<file path="src/rtl/tpu_bank_ring_ctrl.sv">
// N-bank ring buffer manager: producer/consumer bank ownership,
// physical address translation and sticky protocol error flags.
module tpu_bank_ring_ctrl #(
  parameter int NUM_BANKS = 4,
  parameter int BANK_W    = $clog2(NUM_BANKS),
  parameter int LOCAL_AW  = 7
) (
  input  logic                         clk,
  input  logic                         rst_n,
  input  logic                         wr_commit,
  input  logic                         wr_en,
  input  logic [LOCAL_AW-1:0]          wr_local_addr,
  input  logic                         rd_release,
  input  logic                         rd_en,
  input  logic [LOCAL_AW-1:0]          rd_local_addr,
  input  logic                         flush,
  input  logic                         cfg_wr,
  input  logic [BANK_W:0]              cfg_nbanks,
  input  logic                         err_clr,
  output logic [BANK_W-1:0]            wr_bank,
  output logic                         wr_ready,
  output logic [BANK_W-1:0]            rd_bank,
  output logic                         rd_valid,
  output logic [BANK_W:0]              count,
  output logic [BANK_W:0]              active_banks,
  output logic                         wr_phys_en,
  output logic [BANK_W+LOCAL_AW-1:0]   wr_phys_addr,
  output logic                         rd_phys_en,
  output logic [BANK_W+LOCAL_AW-1:0]   rd_phys_addr,
  output logic                         err_overflow,
  output logic                         err_underflow,
  output logic                         err_cfg
);

  localparam int CNT_W = BANK_W + 1;
  localparam int PA_W  = BANK_W + LOCAL_AW;
  localparam logic [CNT_W-1:0] ACT_MAX = CNT_W'(NUM_BANKS);
  localparam logic [CNT_W-1:0] ACT_MIN = CNT_W'(2);

  logic [BANK_W-1:0] wr_ptr_q, wr_ptr_n;
  logic [BANK_W-1:0] rd_ptr_q, rd_ptr_n;
  logic [CNT_W-1:0]  cnt_q, cnt_n;
  logic [CNT_W-1:0]  act_q, act_n;
  logic [CNT_W-1:0]  act_cfg;
  logic              eo_q, eo_n;
  logic              eu_q, eu_n;
  logic              ec_q, ec_n;
  logic              wpe_q, rpe_q;
  logic [PA_W-1:0]   wpa_q, rpa_q;

  logic is_full, is_empty;
  logic cmt_ok, rel_ok;
  logic ovf, unf;
  logic cfg_take, cfg_rej;

  function automatic logic [BANK_W-1:0] ring_next(
    input logic [BANK_W-1:0] p,
    input logic [CNT_W-1:0]  a
  );
    if ({1'b0, p} == a - 1'b1) return '0;
    return p + 1'b1;
  endfunction

  assign is_full  = (cnt_q >= act_q);
  assign is_empty = (cnt_q == '0);

  assign cfg_take = !flush && cfg_wr && is_empty;
  assign cfg_rej  = !flush && cfg_wr && !is_empty;

  // commit/release are dropped silently under flush or an accepted cfg
  assign cmt_ok = !flush && !cfg_take && wr_commit && !is_full;
  assign rel_ok = !flush && !cfg_take && rd_release && !is_empty;
  assign ovf    = !flush && !cfg_take && wr_commit && is_full;
  assign unf    = !flush && !cfg_take && rd_release && is_empty;

  always_comb begin
    act_cfg = cfg_nbanks;
    if (cfg_nbanks < ACT_MIN) act_cfg = ACT_MIN;
    else if (cfg_nbanks > ACT_MAX) act_cfg = ACT_MAX;
  end

  always_comb begin
    wr_ptr_n = wr_ptr_q;
    rd_ptr_n = rd_ptr_q;
    cnt_n    = cnt_q;
    act_n    = act_q;
    unique case (1'b1)
      flush: begin
        wr_ptr_n = '0;
        rd_ptr_n = '0;
        cnt_n    = '0;
      end
      cfg_take: begin
        act_n    = act_cfg;
        wr_ptr_n = '0;
        rd_ptr_n = '0;
      end
      default: begin
        if (cmt_ok) wr_ptr_n = ring_next(wr_ptr_q, act_q);
        if (rel_ok) rd_ptr_n = ring_next(rd_ptr_q, act_q);
        unique case ({cmt_ok, rel_ok})
          2'b10:   cnt_n = cnt_q + 1'b1;
          2'b01:   cnt_n = cnt_q - 1'b1;
          default: cnt_n = cnt_q;
        endcase
      end
    endcase
  end

  // a fresh error beats err_clr in the same cycle
  assign eo_n = (eo_q && !err_clr) || ovf;
  assign eu_n = (eu_q && !err_clr) || unf;
  assign ec_n = (ec_q && !err_clr) || cfg_rej;

  always_ff @(posedge clk or negedge rst_n) begin
    if (!rst_n) begin
      wr_ptr_q <= '0;
      rd_ptr_q <= '0;
      cnt_q    <= '0;
      act_q    <= ACT_MAX;
      eo_q     <= 1'b0;
      eu_q     <= 1'b0;
      ec_q     <= 1'b0;
    end else begin
      wr_ptr_q <= wr_ptr_n;
      rd_ptr_q <= rd_ptr_n;
      cnt_q    <= cnt_n;
      act_q    <= act_n;
      eo_q     <= eo_n;
      eu_q     <= eu_n;
      ec_q     <= ec_n;
    end
  end

  always_ff @(posedge clk or negedge rst_n) begin
    if (!rst_n) begin
      wpe_q <= 1'b0;
      rpe_q <= 1'b0;
      wpa_q <= '0;
      rpa_q <= '0;
    end else begin
      wpe_q <= wr_en;
      rpe_q <= rd_en;
      wpa_q <= {wr_ptr_q, wr_local_addr};
      rpa_q <= {rd_ptr_q, rd_local_addr};
    end
  end

  assign wr_bank       = wr_ptr_q;
  assign rd_bank       = rd_ptr_q;
  assign wr_ready      = !is_full;
  assign rd_valid      = !is_empty;
  assign count         = cnt_q;
  assign active_banks  = act_q;
  assign wr_phys_en    = wpe_q;
  assign wr_phys_addr  = wpa_q;
  assign rd_phys_en    = rpe_q;
  assign rd_phys_addr  = rpa_q;
  assign err_overflow  = eo_q;
  assign err_underflow = eu_q;
  assign err_cfg       = ec_q;

endmodule

</file>
<file path="config.mk">
export PLATFORM = sky130hd
export DESIGN_NAME = tpu_bank_ring_ctrl
export DESIGN_NICKNAME = d
export VERILOG_FILES = /design/src/rtl/tpu_bank_ring_ctrl.sv
export SDC_FILE = /design/constraint.sdc
export NUM_CORES = 1
export LEC_CHECK = 0
export BUFFER_PORTS_ARGS = -buffer_cell sky130_fd_sc_hd__buf_2
export CAP_MARGIN = 20
export CORE_MARGIN = 5
export CORE_UTILIZATION = 45
export CTS_BUF_LIST = sky130_fd_sc_hd__clkbuf_4 sky130_fd_sc_hd__clkbuf_8 sky130_fd_sc_hd__clkbuf_16
export DETAILED_ROUTE_END_ITERATION = 10
export PLACE_DENSITY = 0.78
export SLEW_MARGIN = 20
export SYNTH_ARGS = -nofsm -noshare
export SYNTH_HDL_FRONTEND = slang
export SYNTH_SLANG_ARGS = --single-unit
export TNS_END_PERCENT = 1
</file>
<file path="constraint.sdc">
create_clock -name clk -period 3.1 [get_ports clk]
set_clock_uncertainty 0.15 [all_clocks]
set_input_delay 0.155 -clock clk [delete_from_list [all_inputs] [get_ports clk]]
set_output_delay 0.155 -clock clk [all_outputs]
set_load 0.005 [all_outputs]
</file>
==> summary.md, run 1 <==
| Metric | Value |
|---|---|
| Critical path data arrival time | `3.02 ns` |
| Critical Path End Type | `register` |
| Routed vias/inst | `5.03` |
| Sequential cell area fraction in the yosys report | `about 64%` |
| Setup WS pre-CTS | `roughly 0.17 ns` |
| TritonCTS buffer count | `5` |
| Core area | `2760 um^2` |
| Inst Count DP | `just under 200` |
| Number of flops mapped to enable cells by yosys | `0` |
| Syn-to-layout area delta | `52.0%` |
| Slew at the pin with the worst max-slew slack | `0.708 ns` |
| Final Power | `1.51 mW` |
| GRT Total Usage | `between 15 and 20%` |
| Sequential cell area | `about 830 um^2` |
| CP startpoint | `active_banks[2]` |
| CTS Buffer Depth | `2` |
| Largest net degree at the start of global routing | `34` |
| WP data required | `between 3 and 4 ns` |
| Dominant synthesized flop cell | `dfrtp_1` |
| Slew headroom | `between 50% and 60%` |
| DR DRC count | `0` |
| Final worst slack | `0.137 ns` |
| Die area | `roughly 4100 um^2` |
| Max-slew violations | `0` |
| I/O Pins | `61` |
| Routed vias | `1136` |
| Pre-Repair DR Iteration Count | `4` |
| Status | `complete, no violations` |
| Most frequent cell after synthesis | `dfrtp_1` |
| # nets final | `225` |
| Hold WS | `0.0301 ns` |
| First-pass GRT wire length | `roughly 5400 um` |
| Footprint of the multi-input gates | `around 450 um^2` |
| Fillers | `187` |
| Yosys cell types | `32` |
| Worst r2r src | `active_banks[2]` |
| # rows | `19` |
| Cells after Synth | `around 100` |
| H-Tree Depth | `2` |
| FMAX | `337 MHz` |
| Leak | `1.02 nW` |
| Yosys warns | `0` |
| Post-DP HPWL | `2340 um` |
| Initial Utilization | `a little under half` |
| Fin cells | `between 200 and 250` |
| Worst-skew pair later-pin latency | `between 0.3 and 0.4 ns` |
| Routed Antenna Nets | `0` |
| N_diodes | `0` |
| Share of cells above drive strength 1 | `37.9%` |
| Worst hold-check path type | `primary input to register` |
| MaxCap Viol Count | `0` |
| Root buffer cell | `clkbuf_4` |
| FFs w/ async S/R, synth | `between 90% and 100%` |
| Setup Viol. Count Final | `0` |
| Total grt overflow | `0` |
| Flops & latches, synth | `33` |
| Tcrit/Tclk final | `a little over nine tenths` |
| Net Count, Synth | `approximately 130` |
| Final hold vios | `0` |
| Netlist area before placement | `roughly 1300 um^2` |
| TritonCTS Sinks | `33` |
| DRT Wirelength | `around 3300 um` |
| Die height | `around 64 um` |
| Port bufs | `60` |
| Die W | `63.8 um` |
| Top post-synthesis cells by count | `dfrtp_1, inv_1, nor2_1, nand2_1, nor3_1` |
| Setup_tns | `0 ns` |
| PwrDens | `~760 nW/um^2` |
| Worst-path fanout max | `5` |
| Vias in the first global route | `between 1k and 1.5k` |
| Min Tclk post-route | `2.96 ns` |
| Area leader, netlist | `dfrtp_1` |
| Clock transition at path regs | `approximately 0.10 ns` |
| Iter 0 DRT Violations | `40` |
| RSZ-0062 raised after global routing | `no` |
| Routed WL per cell | `~14 um` |
| Routability congestion estimate | `approximately 0.77` |
| Avg Cell Area, Syn | `~13 um^2` |
| Setup crit start kind | `register` |
| Setup Crit Path Kind | `register to register` |
| CTS tree | `done` |
| Initial antenna violation count | `0` |
| Synth area leaders | `dfrtp_1, ha_1, inv_1` |
| Peak VDD IR | `about 0.00066 V` |
| HP Start | `rd_release` |
| Area share of the largest cell type after synthesis | `about 62%` |
flip-flops by register name (all words and copies together), names as in the netlist, 2 cells and up:
signal        cells
wr_phys_addr      9
rd_bank           2
active_banks      3
wr_bank           2
rd_phys_addr      9
count             3
metal layers:
| layer | vias up | wire length, um | GRT usage, % |
|---|---|---|---|
| met1 | 566 | 1200 | 19.1 |
| met3 | 2 | 175 | 5.60 |
| met2 | 32 | 1850 | 28.9 |
| met4 | 0 | 28 | 5.97 |
| met5 | - | 0 | 0 |
| li1 | 536 | - | - |
repair_timing:
item	in CTS	in global routing
setup buffers	0	0
setup endpoints to repair	0	1
resized for setup	0	1
endpoints found under the hold margin	54	0
hold buffers	24	0
metrics by stage:
step	area, um^2	utilization (%)
after CTS	1970	71.5
after floorplan	1300	-
after detailed placement	1640	59.6
after global placement	1640	59.6
final	1980	71.7
after global routing	1980	71.7
path summary, 6_finish.rpt:
check                                  end  slack [ns]  cells after the start
max                               count[2]        0.14                     11
min                          err_underflow        0.03                      2
max reg2reg                       count[2]        0.14                     11
min reg2reg                wr_phys_addr[7]        0.32                      0
max in group asynchronous    err_underflow        2.06                      2
min in group asynchronous       rd_bank[0]        0.28                      2
area by class of cell:
class	instances	area share, %
Clock buffer	6	2.59
Clock inverter	2	1.90
Inverter	8	1.52
Multi-Input combinational cell	61	22.5
Sequential cell	33	41.8
Tap cell	31	1.96
Timing Repair Buffer	85	27.7
cell usage in the layout (no fill, tap or decap), types with 2 or more instances in the layout:
master         Yosys  final
dlygate4sd3_1      0     24
clkbuf_4           0      5
nand2_1            5      5
ha_1               4      4
o21ai_0            4      4
buf_2              0     60
o2bb2ai_1          2      2
nand2b_1           3      3
dfrtp_1           32     32
a21o_1             2      2
a21oi_1            4      4
xor2_1             3      3
mux2_2             2      2
xnor2_1            3      3
inv_1              8      8
nor2_1             6      6
nor3_1             5      5
o31ai_1            2      2
mux2i_1            2      2
worst max-delay path, cell delays in order (launching register included):
cell and delay, ns:
dfstp_2 0.57, inv_1 0.05, ha_1 0.31, a21o_1 0.20, a31oi_2 0.21, and3_1 0.29
nor2_1 0.08, fa_1 0.46, o311ai_0 0.14, o21ai_0 0.15, a21oi_1 0.17, o31ai_1 0.09
kinds of logic after synthesis:
logic type | share of synthesized area (%)
compound gates | 9.81
xor+xnor | 4.04
fa+ha+maj | 5.38
buf+inv | 2.69
flops | 63.6
mux | 3.27
simple gates | 11.3
power by group:
part	internal [mW]	switching, mW	total, mW	leakage, nW
logic	0.291	0.307	0.598	0.565
registers	0.512	0.0704	0.583	0.413
clock network	0.192	0.138	0.329	0.0445
(Power assumes the default switching activity.)
==> run 2: changes to the inputs <==
==> constraint.sdc (replaced) <==
create_clock -name clk -period 3.1 [get_ports clk]
set_clock_uncertainty 0.15 [all_clocks]
set_input_delay 0.62 -clock clk [delete_from_list [all_inputs] [get_ports clk]]
set_output_delay 0.62 -clock clk [all_outputs]
set_load 0.005 [all_outputs]
==> summary.md, run 2 (synthesis results as in run 1) <==
| Metric | Value |
|---|---|
| Max-slew violations | `0 (unchanged)` |
| Worst-skew pair later-pin latency | `0.33 ns (about the same)` |
| Int Power | `0.964 mW (-3.1%)` |
| Worst hold-check path type | `primary input to async pin` |
| Status | `complete, no violations` |
| PwrDens | `847 nW/um^2 (+11%)` |
| Pre-Repair DR Iteration Count | `6 (+2)` |
| Share of cells above drive strength 1 | `43.3% (+5.3 points)` |
| CTS tree | `done` |
| Routability congestion estimate | `0.773 (unchanged)` |
| Die height | `63.8 um (unchanged)` |
| Core area | `2760 um^2 (unchanged)` |
| Slew at the pin with the worst max-slew slack | `0.690 ns (-0.0176 ns)` |
| Vias in the first global route | `1084 (-8.3%)` |
| CP cell instances | `inv_1 -> ha_1 -> a21o_1 -> a31oi_2 -> and3_1 -> nor2_1 -> fa_1 -> o311ai_0 -> o21ai_0 -> a21oi_1 -> o31ai_1` |
| Logic pwr share | `37.9% (-1.7 points)` |
| Critical Path End Type | `register` |
| Routed WL per cell | `14.5 um (+0.54%)` |
| Routed vias/inst | `5.17 (+2.8%)` |
| First-pass GRT wire length | `4880 um (-9.8%)` |
| Sw Share | `34.5% (+0.43 points)` |
| Post-DP HPWL | `2340 um (unchanged)` |
| GRT Total Usage | `15.2% (-1.5 points)` |
| Clock transition at path regs | `0.11 ns (about the same)` |
| Part of the power in registers | `39.5% (+0.9 points)` |
| Worst r2r src | `active_banks[2]` |
| Final Core Density | `63.0% (-8.7 points)` |
| MaxCap Viol Count | `0 (unchanged)` |
| Psw | `0.509 mW (-1.3%)` |
| Die area | `4070 um^2 (unchanged)` |
| Clock power share | `22.7% (+0.9 points)` |
| Post-cts sizing count | `0 (unchanged)` |
| # rows | `19 (unchanged)` |
| N_diodes | `0 (unchanged)` |
| DR DRC count | `0 (unchanged)` |
| Setup Crit Path Kind | `register to register` |
| Final instance area | `1740 um^2 (-12%)` |
| Tcrit/Tclk final | `95.6% (about the same)` |
| Root buffer cell | `clkbuf_4` |
| RSZ-0062 raised after global routing | `no` |
| Routed Antenna Nets | `0 (unchanged)` |
| Highest-delay cell along the critical path | `dfstp_2` |
| Critical path data arrival time | `3.03 ns (about the same)` |
| Fillers | `225 (+20%)` |
| Hold_buf cts | `0 (-100%)` |
| # nets final | `201 (-11%)` |
| Postcts setup bufs | `0 (unchanged)` |
| Initial antenna violation count | `0 (unchanged)` |
| Die W | `63.8 um (unchanged)` |
| Total grt overflow | `0 (unchanged)` |
| Leading cell type in the layout, fill and taps excluded | `buf_2` |
| Min Tclk post-route | `2.96 ns (+0.00122 ns)` |
| Leak | `0.918 nW (-10%)` |
| Commonest cells after routing, fill and taps aside | `buf_2, dfrtp_1, inv_1, nor2_1` |
| Critical path's top delay family | `compound AO/OA/AOI/OAI gates` |
| Setup_tns | `0 ns (unchanged)` |
| Peak VDD IR | `0.000611 V (-7.1%)` |
| Worst path max stage delay | `0.57 ns (about the same)` |
| H-Tree Depth | `2 (unchanged)` |
| WP data required | `3.16 ns (about the same)` |
| Worst-path fanout max | `5 (unchanged)` |
| Port bufs | `60 (unchanged)` |
| Largest net degree at the start of global routing | `34 (unchanged)` |
| Dpl cell area | `1640 um^2 (unchanged)` |
| TritonCTS Sinks | `33 (unchanged)` |
| CP startpoint | `active_banks[2]` |
| WP buf/inv | `1 (unchanged)` |
| Initial Utilization | `47.2% (unchanged)` |
| CTS Buffer Depth | `2 (unchanged)` |
| Routed vias | `1044 (-8.1%)` |
| DRT Wirelength | `2930 um (-10%)` |
| Final hold vios | `0 (unchanged)` |
| I/O Pins | `61 (unchanged)` |
| FMAX | `337 MHz (about the same)` |
| Slew headroom | `54.0% (+1.2 points)` |
| Iter 0 DRT Violations | `35 (-13%)` |
| Setup Viol. Count Final | `0 (unchanged)` |
| TritonCTS buffer count | `5 (unchanged)` |
| Syn-to-layout area delta | `33.6%` |
| Setup crit start kind | `register` |
-- run 2: worst reg2reg max path: stages (launching register included) --
cell and delay (ns):
dfstp_2 0.57, inv_1 0.05, ha_1 0.30, a21o_1 0.20, a31oi_2 0.22, and3_1 0.29, nor2_1 0.08, fa_1 0.46
o311ai_0 0.14, o21ai_0 0.15, a21oi_1 0.16, o31ai_1 0.08
-- run 2: path summary, 6_finish.rpt --
check | endpoint | slack, ns | cells past startpoint
setup reg to reg | count[2] | 0.14 | 11
hold / removal | rd_phys_addr[1] | 0.17 | 1
max in group asynchronous | err_underflow | 2.17 | 1
hold reg to reg | wr_phys_addr[7] | 0.31 | 0
setup / recovery | count[2] | 0.14 | 11
min in group clk | rd_phys_addr[3] | 0.24 | 1
-- run 2: power by group through the flow --
stage               clock, mW  sequential [mW]  combinational, mW
finish                  0.334            0.581              0.558
floorplan                   0            0.596              0.315
CTS                     0.341            0.582              0.546
global route            0.364            0.594              0.627
global placement            0            0.583              0.513
detailed placement          0            0.590              0.545
-- run 2: cell type report --
cell class,instances,area [um^2],area share [%]
flip-flops and latches,33,827,47.6
well taps,31,38.8,2.23
clock buffers,6,51.3,2.95
multi-input cells,61,445,25.6
inverters,8,30.0,1.73
clock inverters,2,37.5,2.16
repair buffers,61,308,17.7
-- run 2: routing by layer --
metal / track usage, % / vias up / share of wire [%]
met5: 0 / - / 0
met4: 5.97 / 0 / 1.6
met3: 5.60 / 5 / 6.1
met2: 26.8 / 29 / 56
met1: 16.6 / 523 / 36
li1: - / 487 / -
-- run 2: metrics by stage --
stage | hold WS (ns) | power [mW] | cells | setup WS (ns)
5_1_grt | 0.205 | 1.58 | 202 | 0.0220
6_report | 0.171 | 1.47 | 202 | 0.136
3_3_place_gp | 0.273 | 1.10 | 194 | 0.333
2_1_floorplan | 0.174 | 0.911 | 103 | 0.334
4_1_cts | 0.190 | 1.47 | 202 | 0.149
3_5_place_dp | 0.304 | 1.13 | 194 | 0.174
==> run 3: changes to the inputs <==
GPL_TIMING_DRIVEN = 0   (was default)
==> summary.md, run 3 (synthesis results as in run 1) <==
| Metric | Value |
|---|---|
| Syn-to-layout area delta | `32.2%` |
| R2R depth | `10 (-1)` |
| Initial antenna violation count | `0 (unchanged)` |
| TritonCTS buffer count | `5 (unchanged)` |
| Part of the power in registers | `41.4% (+1.9 points)` |
| Hold WS | `0.180 ns (+0.00870 ns)` |
| Total grt overflow | `0 (unchanged)` |
| Pre-Repair DR Iteration Count | `5 (-1)` |
| Die area | `4070 um^2 (unchanged)` |
| Status | `complete, no violations` |
| Max-slew violations | `0 (unchanged)` |
| Worst-skew pair later-pin latency | `0.32 ns (about the same)` |
| Routed vias | `1033 (-1.1%)` |
| Sw Share | `34.7% (+0.13 points)` |
| Routed wl met3 | `145 um (-19%)` |
| Setup Viol. Count Final | `0 (unchanged)` |
| Routability congestion estimate | `0.761 (-1.5%)` |
| Fillers | `240 (+6.7%)` |
| Psw | `0.497 mW (-2.4%)` |
| Leading cell type in the layout, fill and taps excluded | `buf_2` |
| Postcts setup bufs | `0 (unchanged)` |
| Dpl cell area | `1640 um^2 (-0.15%)` |
| H-Tree Depth | `2 (unchanged)` |
| N_diodes | `0 (unchanged)` |
| DR DRC count | `0 (unchanged)` |
| Met2 WL | `1690 um (+2.9%)` |
| Worst path max stage delay | `0.57 ns (about the same)` |
| Slew headroom | `54.2% (+0.23 points)` |
| WP buf/inv | `1 (unchanged)` |
| Routed vias/inst | `5.14 (-0.56%)` |
| Final worst slack | `0.200 ns (+0.0643 ns)` |
| Tcrit/Tclk final | `93.5% (-2.1 points)` |
| I/O Pins | `61 (unchanged)` |
| Die W | `63.8 um (unchanged)` |
| Critical Path End Type | `register` |
| DRT Wirelength | `2910 um (-0.68%)` |
| Commonest cells after routing, fill and taps aside | `buf_2, dfrtp_1, inv_1, nor2_1` |
| Die height | `63.8 um (unchanged)` |
| Port bufs | `60 (unchanged)` |
| CTS Buffer Depth | `2 (unchanged)` |
| Setup Crit Path Kind | `register to register` |
| Slew at the pin with the worst max-slew slack | `0.687 ns (-0.00344 ns)` |
| Top Metal Used | `met4` |
| Reg-to-Reg End | `count[2]` |
| Logic pwr share | `37.9% (about the same)` |
| Clock transition at path regs | `0.10 ns (about the same)` |
| Iter 0 DRT Violations | `33 (-5.7%)` |
| Leak | `0.913 nW (-0.57%)` |
| Setup WS pre-CTS | `0.177 ns (+0.00239 ns)` |
| TritonCTS Sinks | `33 (unchanged)` |
| FF-to-FF setup slack | `0.20 ns (+0.06 ns)` |
| Share of cells above drive strength 1 | `43.5% (+0.25 points)` |
| Worst r2r src | `active_banks[2]` |
| Final instance area | `1720 um^2 (-1.0%)` |
| Critical path data arrival time | `2.97 ns (-0.06 ns)` |
| Largest net degree at the start of global routing | `34 (unchanged)` |
| Root buffer cell | `clkbuf_4` |
| Wl on met1 | `1040 um (-1.3%)` |
| Setup crit start kind | `register` |
| Routed Antenna Nets | `0 (unchanged)` |
| Min Tclk post-route | `2.90 ns (-0.0643 ns)` |
| Highest-delay cell along the critical path | `dfstp_2` |
| PwrDens | `832 nW/um^2 (-1.8%)` |
| CTS tree | `done` |
| MaxCap Viol Count | `0 (unchanged)` |
| FMAX | `345 MHz (+2.2%)` |
| # nets final | `201 (unchanged)` |
| Post-DP HPWL | `2290 um (-2.0%)` |
| Peak VDD IR | `0.000589 V (-3.6%)` |
| Int Power | `0.935 mW (-3.0%)` |
| Worst hold-check path type | `primary input to async pin` |
| Core area | `2760 um^2 (unchanged)` |
| Vias in the first global route | `1120 (+3.3%)` |
| Final Core Density | `62.4% (-0.64 points)` |
| WP data required | `3.17 ns (about the same)` |
| # rows | `19 (unchanged)` |
| Worst-path fanout max | `5 (unchanged)` |
| First-pass GRT wire length | `4820 um (-1.3%)` |
| GRT Total Usage | `15.1% (-0.080 points)` |
| Critical path's top delay family | `compound AO/OA/AOI/OAI gates` |
| Final hold vios | `0 (unchanged)` |
| CP cell instances | `inv_1 -> ha_1 -> a21o_1 -> a31oi_2 -> and3_2 -> nor2_1 -> fa_1 -> nor3_1 -> a22oi_1 -> o31ai_1` |
| Setup_tns | `0 ns (unchanged)` |
| Initial Utilization | `47.2% (unchanged)` |
| Clock power share | `20.7% (-2.0 points)` |
| Routed WL per cell | `14.5 um (-0.19%)` |
| RSZ-0062 raised after global routing | `no` |
[run 3: cell count changes in the layout (fill, tap and decap cells not counted), sizes merged]
cell | previous run | this run
clkinvlp | 1 | 0
buf | 61 | 60
clkinv | 0 | 1
[run 3: layer usage]
metal | vias up | track usage (%)
li1 | 490 | -
met1 | 520 | 14.5
met2 | 21 | 28.8
met3 | 2 | 5.78
met4 | 0 | 5.71
met5 | - | 0
[run 3: layout make-up]
cell class              instances  area [um^2]  area share (%)
plain buffers                   1         5.00           0.291
repair buffers                 60          300            17.5
well taps                      31         38.8            2.25
multi-input cells              61          447            26.0
inverters                       8         30.0            1.75
clock buffers                   5         37.5            2.18
clock inverters                 2         35.0            2.04
flip-flops and latches         33          827            48.1
[run 3: repair_timing]
item	in CTS	in global routing
endpoints found under the setup margin	0	1
resized for setup	0	2
hold buffers	0	0
[run 3: worst max path at each step]
stage	from	end	slack [ns]	depth (start not counted)
after CTS	active_banks[2]	count[2]	0.17	10
after detailed placement	active_banks[2]	count[2]	0.18	11
after global routing	active_banks[2]	count[2]	0.05	11
after global placement	active_banks[2]	count[2]	0.25	11
after floorplan	active_banks[2]	count[2]	0.33	11
final	active_banks[2]	count[2]	0.20	10
[run 3: stage by stage]
step,power (mW),std cells
3_5_place_dp,1.13,194
5_1_grt,1.54,201
2_1_floorplan,0.911,103
3_3_place_gp,1.09,194
4_1_cts,1.43,201
6_report,1.43,201
[run 3: power by group through the flow]
stage	combinational (mW)	clock [mW]	sequential, mW
after floorplan	0.315	0	0.596
after global placement	0.494	0	0.593
after detailed placement	0.529	0	0.603
after CTS	0.529	0.307	0.594
after global routing	0.608	0.329	0.608
final	0.543	0.296	0.593
